--- src/rtl/traffic_cycle_sched.sv ---
// traffic_cycle_sched: cycle scheduler and phase timer for the two-road light FSM.
// Latches road demand, starts a light cycle through an enable/enable_sig handshake,
// produces the prescaled 5-bit phase count (counter_24), and holds an all-red gap
// between cycles.
// Optional watchdog: define TRAFFIC_SCHED_WDOG_EN to add the sticky 'fault' output,
// which blocks new cycles once the phase count overruns at 31.
module traffic_cycle_sched #(
  parameter int TICK_DIV   = 4,
  parameter int DIV_W      = 16,
  parameter int GAP_CYCLES = 8,
  parameter int GAP_W      = 8
) (
  input  logic       clk,
  input  logic       rst,
  input  logic       auto_mode,
  input  logic       sense1,
  input  logic       sense2,
  input  logic       hold,
  input  logic       enable_sig,
  output logic       enable,
  output logic [4:0] counter_24,
  output logic       tick,
  output logic       pending1,
  output logic       pending2,
  output logic       cycle_done,
  output logic       served1,
  output logic       served2
`ifdef TRAFFIC_SCHED_WDOG_EN
  ,
  output logic       fault
`endif
);

  typedef enum logic [1:0] {
    S_IDLE  = 2'd0,
    S_START = 2'd1,
    S_RUN   = 2'd2,
    S_GAP   = 2'd3
  } state_t;

  localparam logic [DIV_W-1:0] DIV_LAST = DIV_W'(TICK_DIV - 1);
  localparam logic [GAP_W-1:0] GAP_LAST = GAP_W'((GAP_CYCLES > 0) ? GAP_CYCLES - 1 : 0);
  localparam bit               NO_GAP   = (GAP_CYCLES == 0);

  state_t           state_q, state_d;
  logic             enable_q, enable_d;
  logic [4:0]       counter_q, counter_d;
  logic [DIV_W-1:0] div_q, div_d;
  logic [GAP_W-1:0] gap_q, gap_d;
  logic             pending1_q, pending1_d;
  logic             pending2_q, pending2_d;
  logic             snap1_q, snap1_d;
  logic             snap2_q, snap2_d;
  logic             cycle_done_q, cycle_done_d;
  logic             served1_q, served1_d;
  logic             served2_q, served2_d;
  logic             complete;
  logic             start_ok;
  logic             tick_w;

  // Terminal count of the prescaler: only while the light FSM is busy in RUN and not held.
  assign tick_w = (state_q == S_RUN) & enable_sig & ~hold & (div_q == DIV_LAST);

`ifdef TRAFFIC_SCHED_WDOG_EN
  logic fault_q, fault_d;

  // Overrun watchdog: a tick arriving with the count already saturated means the
  // light FSM never finished; the flag is sticky until reset.
  always_comb begin
    fault_d = fault_q | (tick_w & (counter_q == 5'd31));
  end

  // Watchdog flag register.
  always_ff @(posedge clk) begin
    if (rst) fault_q <= 1'b0;
    else     fault_q <= fault_d;
  end

  assign start_ok = ~fault_q;
  assign fault    = fault_q;
`else
  assign start_ok = 1'b1;
`endif

  // Next-state logic for the cycle FSM, phase timer, gap timer and completion pulses.
  always_comb begin
    state_d      = state_q;
    enable_d     = enable_q;
    counter_d    = 5'd0;
    div_d        = '0;
    gap_d        = '0;
    snap1_d      = snap1_q;
    snap2_d      = snap2_q;
    cycle_done_d = 1'b0;
    served1_d    = 1'b0;
    served2_d    = 1'b0;
    complete     = 1'b0;

    case (state_q)
      S_IDLE: begin
        enable_d = 1'b0;
        if (start_ok && (auto_mode || pending1_q || pending2_q)) begin
          enable_d = 1'b1;
          state_d  = S_START;
        end
      end

      S_START: begin
        // Hold the request until the light FSM reports busy; no timeout by design.
        if (enable_sig) begin
          snap1_d  = pending1_q;
          snap2_d  = pending2_q;
          enable_d = 1'b0;
          state_d  = S_RUN;
        end
      end

      S_RUN: begin
        enable_d = 1'b0;
        if (!enable_sig) begin
          // Light FSM dropped busy: report which demands this cycle served.
          complete     = 1'b1;
          cycle_done_d = 1'b1;
          served1_d    = snap1_q;
          served2_d    = snap2_q;
          snap1_d      = 1'b0;
          snap2_d      = 1'b0;
          state_d      = NO_GAP ? S_IDLE : S_GAP;
        end else begin
          counter_d = counter_q;
          div_d     = div_q;
          if (!hold) begin
            if (tick_w) begin
              div_d = '0;
              if (counter_q != 5'd31) counter_d = counter_q + 5'd1;
            end else begin
              div_d = div_q + DIV_W'(1);
            end
          end
        end
      end

      S_GAP: begin
        enable_d = 1'b0;
        if (gap_q == GAP_LAST) begin
          state_d = S_IDLE;
        end else begin
          gap_d = gap_q + GAP_W'(1);
        end
      end

      default: begin
        enable_d = 1'b0;
        state_d  = S_IDLE;
      end
    endcase
  end

  // Demand latches: new demand always wins over the clear of a served demand.
  always_comb begin
    pending1_d = sense1 | (pending1_q & ~(complete & snap1_q));
    pending2_d = sense2 | (pending2_q & ~(complete & snap2_q));
  end

  // State and datapath registers with synchronous reset.
  always_ff @(posedge clk) begin
    if (rst) begin
      state_q      <= S_IDLE;
      enable_q     <= 1'b0;
      counter_q    <= 5'd0;
      div_q        <= '0;
      gap_q        <= '0;
      pending1_q   <= 1'b0;
      pending2_q   <= 1'b0;
      snap1_q      <= 1'b0;
      snap2_q      <= 1'b0;
      cycle_done_q <= 1'b0;
      served1_q    <= 1'b0;
      served2_q    <= 1'b0;
    end else begin
      state_q      <= state_d;
      enable_q     <= enable_d;
      counter_q    <= counter_d;
      div_q        <= div_d;
      gap_q        <= gap_d;
      pending1_q   <= pending1_d;
      pending2_q   <= pending2_d;
      snap1_q      <= snap1_d;
      snap2_q      <= snap2_d;
      cycle_done_q <= cycle_done_d;
      served1_q    <= served1_d;
      served2_q    <= served2_d;
    end
  end

  assign enable     = enable_q;
  assign counter_24 = counter_q;
  assign tick       = tick_w;
  assign pending1   = pending1_q;
  assign pending2   = pending2_q;
  assign cycle_done = cycle_done_q;
  assign served1    = served1_q;
  assign served2    = served2_q;

endmodule

--- config.mk ---
export PLATFORM = sky130hd
export DESIGN_NAME = traffic_cycle_sched
export DESIGN_NICKNAME = d
export VERILOG_FILES = /design/src/rtl/traffic_cycle_sched.sv
export SDC_FILE = /design/constraint.sdc
export NUM_CORES = 1
export LEC_CHECK = 0
export CORE_MARGIN = 2
export CORE_UTILIZATION = 55
export CTS_CLUSTER_DIAMETER = 60
export DETAILED_ROUTE_END_ITERATION = 10
export PLACE_DENSITY_LB_ADDON = 0.25
export SYNTH_ARGS = -nofsm -noshare
export SYNTH_HDL_FRONTEND = slang
export SYNTH_SLANG_ARGS = --single-unit
--- constraint.sdc ---
create_clock -name clk -period 1.9 [get_ports clk]
set_input_delay 0.38 -clock clk [delete_from_list [all_inputs] [get_ports clk]]
set_output_delay 0.38 -clock clk [all_outputs]
set_load 0.005 [all_outputs]
# == Yosys cells after proc, flatten, opt, wreduce, memory -nomap -nowiden ==
# Cells that the tools add are included.
# totals
reg_bits,39
latchBits,0
ram_bits,0
romBits,0
inputBits,7
out_inout_bits,12
word_cells,67
memories,0
# classes
add_sub_neg,3
mul,0
div,0
n_lt_le_gt_ge,0
eq_ne,10
n_shift,0
n_mux,16
bitwise_logic,15
n_reduce_logical,11
# ops
cell,n
$add 16x1->16 const B,1
$eq 16x2->1 const B,1
$mux 16,1
$reduce_or 3->1,3
$add 8x1->8 const B,1
$eq 8x3->1 const B,1
$mux 2,4
$ne 2x2->1 const B,4
$pmux 2 s4,1
$and 1x1->1,7
$mux 1,7
$not 1->1,6
$reduce_and 3->1,2
$add 5x1->5 const B,1
$ne 5x5->1 const B,1
$eq 2x2->1 const B,2
$pmux 1 s2,2
$reduce_and 4->1,1
$pmux 1 s3,1
$eq 2x1->1 const B,1
$logic_not 2->1,1
$logic_or 1x1->1,2
$or 1x1->1,2
$reduce_bool 2->1,1
$reduce_or 2->1,1

# == Longest topological paths before layout ==
# depth
depth_word,6
depth_mapped,7
ltp_nobuf,7

# == Worst setup path after synthesis ==
# OpenSTA, ideal clock, no wires.
# synth_path
kind,reg-to-reg
start,register counter_q[0] (netlist: counter_24[0])
end,register counter_q[0] (netlist: counter_24[0])
setup_time_ps,70
arrival_time_ps,1638
setup_slack_ps,191
path_stages_with_launch,8
path_buffers,0
path_cell_list,dfxtp_1 > ha_1 > and3_1 > ha_1 > inv_1 > nand3_1 > or3_2 > a21oi_1
# synth_via
elab_chain_len,2
# synth_lines
element,line_no,rtl
"start, declared",47,"logic [4:0] counter_q, counter_d;"
"start signal, assigned",183,counter_q <= counter_d;
"parallel branches: the longest is 2 deep, another holds $add 5x1->5",--,
# Parallel ways; which one is timed is not known.
# A chain may end at the register's enable or synchronous reset.

# == Worst setup path in the final report ==
# layout_path
start,input hold
end,output tick
# layout_via
elab_chain_len,3
# layout_lines
element,line_no,rtl
"start, declared",18,"input logic hold,"
$not 1->1 (no line),--,
$and 1x1->1 (2 in a row),62,assign tick_w = (state_q == S_RUN) & enable_sig & ~hold & (div_q == DIV_LAST);
"end, declared",22,"output logic tick,"
# No other way between the ends.

==> results.toml <==
[clock_network]
cts_made_buffers = 5
cts_tree = "done"
root_buffer = "clkbuf_4"
cts.sinks = 39
h-tree-depth = 2
clockBufferDepth = 2
clkTransAtPathRegs_ns = 0.11
insertion_delay_ns = 0.35
cts_hold_buf = 0

[worst_setup_path]
critical_path_class = "input pin to output pin"
regToRegStartpoint = "counter_24[0]$_SDFFE_PP0P_"
crit_required_ns = 1.52
crit_arrival_ns = 1.48
critPathMaxStageDelay_ns = 0.48
r2r_slack_ns = 0.10
cp_num_buf_inv = 2
ff2ff_path_depth = 7
crit_chain = "clkdlybuf4s50_1 -> and2b_1 -> and4_4 -> and2_4 -> buf_6"
end_kind = "output pin"
r2r_end = "counter_24[2]$_SDFFE_PP0P_"
crit_family = "buffers and inverters"
crit_fanout = 2
start_kind = "input pin"
critPathSlowestCell = "clkdlybuf4s50_1"

[final_layout]
multi_input_area_mm2 = 0.00108
fin_cells = 309
nets = 278
nFillCells = 239
antennaDiodeCount = 0
drive_gt1_share_pct = 26.6
postLayoutCoreUtil_pct = 75.3
area_growth_pct = 33.7
regArea_um2 = 795

[logic_synthesis]
synth_nets = 219
yosysSeqAreaShare_pct = 42.2
netlist_area_mm2 = 0.00185
yosys_warnings = 0
avgSynthCellArea_um2 = 9.12
synth_edf_count = 0
ys_types = 41
ys.flop_type = "dfxtp_1"
synthCells = 203
synthArstFlopShare_pct = 0
synth_seq_cells = 39

[placed_design]
place_congestion = 0.859
dp_hpwl_um = 2920
port_buffers = 18
dp_cells = 293

[grt]
grtUsageTotal_pct = 22.4
grt_overflow_total = 0
grt_pass1_vias = 1591
grt_pass1_wl_um = 6340
grt_max_degree = 17
grt_antenna_before_repair = 0

[sta]
fin_crit_ns = 1.86
fin_skew_ns = 0.0116
finalSetupTns_ns = 0
rsz0062_at_grt = "yes"
setup_viol = 0
slew_viol_final = 0
slew_headroom_pct = 66.4
hold_viol_final = 0
whs_ns = 0.479
max_slew.worst_pin.slew_ns = 0.504
finalCritPeriodShare_pct = 98.0
fmax_ghz = 0.537

[floorplanning]
initial_core_util_pct = 56.3
rows = 21
die_h_um = 62.0
io_pins = 19
die_width_um = 62.0
dieArea_mm2 = 0.00384
core_region_area_mm2 = 0.00328

[routing]
drcViolationCount = 0
ant_nets = 0
wirelength_um = 3990
via_per_inst = 5.43
drt_iter0_drc = 144
num_vias = 1677
wire_per_inst_um = 12.9
firstDrtPassIters = 4

[pwr]
power_density_mw_per_mm2 = 677
p_leak_uw = 0.000936
peakVddDrop_mv = 0.570

[min_path]
hold_start = "gap_q[0]$_SDFF_PP0_"
hp-class = "flip-flop to flip-flop"
min_path_cells = 1
min_to = "gap_q[0]$_SDFF_PP0_"

[run_status]
status = "finished, final reports clean"

[job]
cap_violations = 0
## report_power, final
part           switching, µW  leakage [µW]  internal, µW
Clock                    271     0.0000282           143
Sequential              34.2      0.000319           863
Combinational            172      0.000589           193
## sequential cells by signal (all words and copies together) (netlist names)
| signal | cells |
|---|---|
| served1 | 1 |
| enable | 1 |
| cycle_done | 1 |
| gap_q | 8 |
| pending2 | 1 |
| div_q | 16 |
| served2 | 1 |
| state_q | 2 |
| pending1 | 1 |
| snap2_q | 1 |
| snap1_q | 1 |
| counter_24 | 5 |
## worst register-to-register path, cell delays in order (launching register included)
cell and delay (ns):
dfxtp_1 0.36, ha_1 0.22, and3_1 0.18, ha_1 0.20, inv_2 0.10, nand3_4 0.10, or4_1 0.42, a21oi_1 0.17
## layer usage
layer / vias to the layer above / wire (µm) / track usage [%]
li1: 833 / - / -
met1: 787 / 1620 / 25.0
met2: 39 / 2090 / 38.4
met3: 18 / 139 / 5.18
met4: 0 / 136 / 13.4
met5: - / 0 / 0
## area by class of cell
type / count / share of cell area, %
Clock inverter: 2 / 0.506
Clock buffer: 6 / 1.67
Tap cell: 46 / 2.33
Multi-Input combinational cell: 155 / 43.8
Timing Repair Buffer: 56 / 18.9
Inverter: 5 / 0.759
Sequential cell: 39 / 32.1
## cell usage after synthesis, types with 4 or more instances
library cell   n  area, µm²
and2_1         6       37.5
nand2_1       12       45.0
ha_1           9        113
o31ai_1        4       30.0
xnor2_1        8       70.1
xor2_1        11       96.3
a21oi_1       14       70.1
nor3_1         6       30.0
nor2_1        29        109
o21ai_0        6       30.0
inv_1          5       18.8
nand4_1        9       56.3
nand3_1        7       35.0
dfxtp_1       39        781
## metrics by stage
step | area, µm² | total power [µW] | worst slack (ns)
detailed placement | 2280 | 1260 | -0.370
finish | 2470 | 1680 | 0.0374
global route | 2470 | 1780 | -0.0245
global placement | 2280 | 1230 | -0.349
floorplan | 1850 | 1100 | 0.191
CTS | 2400 | 1690 | 0.00179
## cell families (layout without fill, tap and decap cells)
logic type               count (synthesis)  count (layout)  share of synthesized area [%]
adder cells (fa/ha/maj)                  9               9                           6.09
multiplexers                             1               1                          0.541
AND/OR/NAND/NOR                         96              96                           28.9
XOR/XNOR                                19              19                           8.99
flip-flops                              39              39                           42.2
buffers and inverters                    9              69                           2.84
AO/OA/AOI/OAI                           30              30                           10.4
## what timing repair did
item                                    CTS  global route
pin swaps                                 3             3
buffers inserted                          4             4
gates cloned                              0             0
endpoints found under the setup margin    2             4
resized for setup                        20             9
## how the worst max path moves through the flow
stage	cells past startpoint	slack, ns	start	to
6_report	5	0.04	hold	tick
4_1_cts	7	0.002	counter_24[0]$_SDFFE_PP0P_	counter_24[2]$_SDFFE_PP0P_
2_1_floorplan	7	0.19	counter_24[0]$_SDFFE_PP0P_	counter_24[0]$_SDFFE_PP0P_
3_3_place_gp	5	-0.35	hold	tick
3_5_place_dp	5	-0.37	hold	tick
5_1_grt	5	-0.02	div_q[6]$_SDFFE_PP0N_	tick
## cells in the final DEF, fill, tap and decap left out, drive strengths merged, types with 3 or more instances in the layout
cell / count
nor4: 4
nand2: 12
xnor2: 8
and4: 3
clkdlybuf4s50: 17
clkbuf: 6
ha: 9
nand4: 10
xor2: 11
o21ai: 6
o31ai: 5
inv: 5
and3: 3
nor2: 29
nor2b: 3
nor3: 6
buf: 39
nand3: 7
a21oi: 14
dfxtp: 39
and2: 7
or4: 3
Note: power is estimated with default switching activity, not from simulation.
